--- src/rtl/cpu_types_pkg.sv ---
// Shared CPU datapath types, including the fetch-queue entry that sits between IF and ID.
package cpu_types_pkg;

    typedef logic [31:0] word_t;

    typedef struct packed {
        word_t instr;
        word_t next_pc;
    } ifq_entry_t;

    localparam int IFQ_DEPTH_DEFAULT = 2;

endpackage

--- src/rtl/if_id_fifo.sv ---
// Small circular buffer decoupling instruction fetch from decode; head is presented
// combinationally from registered storage, so there is no instr_i -> instr_o path.
module if_id_fifo
    import cpu_types_pkg::*;
#(
    parameter int DEPTH         = IFQ_DEPTH_DEFAULT,
    parameter bit ZERO_ON_EMPTY = 1'b1
) (
    input  logic                       CLK,
    input  logic                       nRST,
    input  logic                       ihit,
    input  word_t                      instr_i,
    input  word_t                      next_pc_i,
    input  logic                       freeze,
    input  logic                       flush,
    output word_t                      instr_o,
    output word_t                      next_pc_o,
    output logic                       valid_o,
    output logic                       full_o,
    output logic [$clog2(DEPTH+1)-1:0] count_o
);

    localparam int CW = $clog2(DEPTH + 1);
    localparam int PW = (DEPTH > 1) ? $clog2(DEPTH) : 1;
    localparam logic [CW-1:0] DEPTH_C = CW'(DEPTH);
    localparam logic [PW-1:0] LAST_P  = PW'(DEPTH - 1);

    ifq_entry_t        mem [DEPTH];
    logic [PW-1:0]     rd_ptr;
    logic [PW-1:0]     wr_ptr;
    logic [CW-1:0]     count;
    ifq_entry_t        head;
    ifq_entry_t        shown;
    logic              enq;
    logic              deq;

    // Handshake: ihit offers an entry, taken when enq is high (not full, or a
    // dequeue frees a slot the same cycle); ID consumes the head whenever
    // valid_o is high and it is not frozen. flush wins over both sides.
    assign valid_o = (count != '0);
    assign full_o  = (count == DEPTH_C);
    assign count_o = count;
    assign deq     = valid_o & ~freeze & ~flush;
    assign enq     = ihit & ~flush & (~full_o | deq);
    assign head    = mem[rd_ptr];

    always_ff @(posedge CLK or negedge nRST) begin
        if (!nRST) begin
            rd_ptr <= '0;
            wr_ptr <= '0;
            count  <= '0;
            for (int i = 0; i < DEPTH; i++) begin
                mem[i] <= '0;
            end
        end else if (flush) begin
            rd_ptr <= '0;
            wr_ptr <= '0;
            count  <= '0;
        end else begin
            if (enq) begin
                mem[wr_ptr] <= '{instr: instr_i, next_pc: next_pc_i};
                wr_ptr      <= (wr_ptr == LAST_P) ? '0 : wr_ptr + 1'b1;
            end
            if (deq) begin
                rd_ptr <= (rd_ptr == LAST_P) ? '0 : rd_ptr + 1'b1;
            end
            case ({enq, deq})
                2'b10:   count <= count + 1'b1;
                2'b01:   count <= count - 1'b1;
                default: count <= count;
            endcase
        end
    end

    generate
        if (ZERO_ON_EMPTY) begin : g_zero
            assign shown = valid_o ? head : '0;
        end else begin : g_hold
            // Remembers the most recent head so an empty queue keeps showing it.
            ifq_entry_t last_q;
            always_ff @(posedge CLK or negedge nRST) begin
                if (!nRST) begin
                    last_q <= '0;
                end else if (valid_o) begin
                    last_q <= head;
                end
            end
            assign shown = valid_o ? head : last_q;
        end
    endgenerate

    always_comb begin
        instr_o   = shown.instr;
        next_pc_o = shown.next_pc;
    end

endmodule

--- config.mk ---
export PLATFORM = sky130hd
export DESIGN_NAME = if_id_fifo
export DESIGN_NICKNAME = d
export VERILOG_FILES = /design/src/rtl/cpu_types_pkg.sv /design/src/rtl/if_id_fifo.sv
export SDC_FILE = /design/constraint.sdc
export NUM_CORES = 1
export LEC_CHECK = 0
export ABC_AREA = 1
export ABC_CLOCK_PERIOD_IN_PS = 1850
export CAP_MARGIN = 20
export CORE_MARGIN = 3
export CORE_UTILIZATION = 50
export DETAILED_ROUTE_END_ITERATION = 8
export GPL_TIMING_DRIVEN = 0
export PLACE_DENSITY_LB_ADDON = 0.3
export SYNTH_ARGS = -nofsm -noshare
export SYNTH_HDL_FRONTEND = slang
export SYNTH_SLANG_ARGS = --single-unit
--- constraint.sdc ---
create_clock -name CLK -period 1.85 [get_ports CLK]
set_input_delay 0.37 -clock CLK [delete_from_list [all_inputs] [get_ports CLK]]
set_output_delay 0.37 -clock CLK [all_outputs]
set_load 0.01 [all_outputs]
==> results_dict.tcl <==
set metrics [dict create \
    drive_above_1_share_pct 30.8 \
    cts.sinks 132 \
    grt_antenna_before_repair 0 \
    diodes 0 \
    crit_family "buffers and inverters" \
    cts_buffer_depth 2 \
    max-cap-violations 0 \
    synth.distinct_cells 21 \
    grt_start_max_net_pins 105 \
    start_util_pct 51.9 \
    routedWlPerCell_um 21.3 \
    vias 6200 \
    syn_area_um2 6000 \
    violations "negative setup slack" \
    slew_violations 0 \
    crit_arrival_ns 1.71 \
    gp_congestion 0.844 \
    cp.required_ns 1.48 \
    relSlewSlack_pct 63.7 \
    io_buffers 136 \
    ir_drop_v 0.000659 \
    cp_slowest_cell "dfrtp_1" \
    setup-tns-final_ns -7.87 \
    cts_buffers 17 \
    io_pins 137 \
    whs_ns 0.396 \
    syn_inst 725 \
    worstMarginPinSlew_ns 0.545 \
    rsz0062_at_grt "yes" \
    power.static_leakage_nw 4.37 \
    synth_area_per_cell_um2 8.27 \
    worst_skew_pair.late_latency_ns 0.42 \
    drc 0 \
    crit_path_max_incr_delay_ns 0.37 \
    grt_overflow 0 \
    finalClockSkew_ns 0.00732 \
    final_common_cell "nand2_1" \
    vias_per_cell 5.83 \
    cts_root_buf "clkbuf_16" \
    fillers 710 \
    rows 39 \
    power_mw 11.8 \
    crit_top_cell "buf_12" \
    final_cell_mix "nand2_1, dfrtp_1, inv_1" \
    path_buf_inv 4 \
    hold_viol_final 0 \
    cp-start-kind "flop" \
    dp_cells 1005 \
    route.antenna.remaining_nets 0 \
    status "finished with violations" \
    synthToLayoutAreaGrowth_pct 48.8 \
    grt_usage_pct 30.7 \
    worstSetupPathType "flop to output pin" \
    ys_seq_elements 132 \
    hold_class "primary input to asynchronous set/reset pin" \
    cts-htree-levels 4 \
    drt_wl_total_um 22700 \
    fin_ws_ns -0.229 \
    die_h_um 116 \
    num-nets-final 976 \
    min_period_ns 2.08 \
    hpwlAfterDp_um 12500 \
    die_width_um 116 \
    crit_chain "inv_2, nand2_8, buf_12, buf_12, o21ai_1, a21oi_1, buf_2" \
    clock.fmax_mhz 481 \
    fin_crit_sh_pct 112 \
    first_global_vias 6177 \
    grt_pass1_wl_um 31700 \
    cellPowerDensity_nw_per_um2 1320 \
    core-area_um2 11600 \
    setup_viol_count_final 65 \
    fin_cells 1063 \
    clkTransAtPathRegs_ns 0.06 \
    syn_nets 794 \
    ys_seq_area_share_pct 55.1 \
    ys_warn_count 0 \
    worstSetupEndpointType "output pin" \
    worstPathMaxFanout 7 \
    drt-pass1-iter-count 5 \
    drtIter0Drc 799 \
    dieArea_um2 13300 \
    cts_tree "done" \
]
## routing by layer
| layer | share of wire (%) | vias up | GRT usage (%) | routed length, µm |
|---|---|---|---|---|
| li1 | - | 2661 | - | - |
| met1 | 37 | 3021 | 39.6 | 8470 |
| met2 | 49 | 416 | 51.5 | 11200 |
| met3 | 8.9 | 102 | 5.90 | 2020 |
| met4 | 4.4 | 0 | 11.5 | 991 |
| met5 | 0 | - | 0 | 0 |
## synth_stat cells
cell,count,share of area [%]
o21ai_0,101,8.4
dfrtp_1,132,55
nand4_1,1,0.10
buf_6,10,1.9
buf_2,8,0.67
buf_4,8,1.0
nand2_1,258,16
nor2_8,1,0.33
inv_2,2,0.13
o21ai_2,10,1.5
nor2_2,1,0.10
inv_1,71,4.4
nand3_1,7,0.58
a21oi_1,65,5.4
nand3_4,1,0.29
o21ai_1,19,1.6
nor2_4,1,0.19
buf_1,2,0.13
o211ai_1,1,0.13
clkbuf_1,19,1.2
nand2_2,7,0.73
## repair_timing
| item | 4_1_cts | 5_1_grt |
|---|---|---|
| pin swaps | 2 | 2 |
| gates cloned | 4 | 4 |
| hold buffers | 1 | 0 |
| setup buffers | 5 | 12 |
| resized for setup | 390 | 143 |
| endpoints found under the hold margin | 28 | 0 |
| endpoints found under the setup margin | 66 | 73 |
## through the flow
| stage | setup WS (ns) | util [%] | instance area (µm²) |
|---|---|---|---|
| after floorplan | 0.156 | - | 6000 |
| after global placement | -4.57 | 65.2 | 7540 |
| after detailed placement | -0.804 | 65.4 | 7570 |
| after CTS | -0.172 | 73.3 | 8470 |
| after global routing | -0.276 | 77.2 | 8920 |
| final | -0.229 | 77.2 | 8920 |
## kinds of logic after synthesis
group                  count (synthesis)  synth area share (%)
AND/OR/NAND/NOR                      277                  18.5
AO/OA/AOI/OAI                        196                  17.0
flip-flops                           132                  55.1
buffers and inverters                120                  9.43
## power breakdown
part	internal (mW)	switching, mW	leakage, nW
Combinational	1.79	2.44	2.46
Sequential	3.72	0.445	1.63
Clock	2.04	1.38	0.281
Total	7.55	4.27	4.37
## final timing paths
| check | startpoint | endpoint | slack, ns | depth (start not counted) |
|---|---|---|---|---|
| worst max-delay path | count_o[1] | next_pc_o[4] | -0.23 | 7 |
| worst min-delay path | nRST | mem[50] | 0.40 | 2 |
| worst max register to register | count_o[1] | mem[13] | -0.01 | 9 |
| worst min register to register | mem[118] | mem[118] | 0.48 | 2 |
| max in group asynchronous | nRST | count_o[0] | 0.61 | 3 |
| min in group CLK | mem[118] | mem[118] | 0.48 | 2 |
## flip-flops by register name (all words and copies together), names as in the netlist
name	flops
count_o	2
rd_ptr	1
mem	128
wr_ptr	1
## layout make-up
class                           count  area [µm²]  share of cell area [%]
Buffer                             47         578                    6.48
Clock inverter                     13         149                    1.67
Sequential cell                   132        3300                    37.0
Multi-Input combinational cell    473        2580                    28.9
Timing Repair Buffer              163        1420                    15.9
Tap cell                          143         179                    2.00
Inverter                           73         277                    3.10
Clock buffer                       19         443                    4.96
No activity file was read; power rests on OpenSTA's default activity.
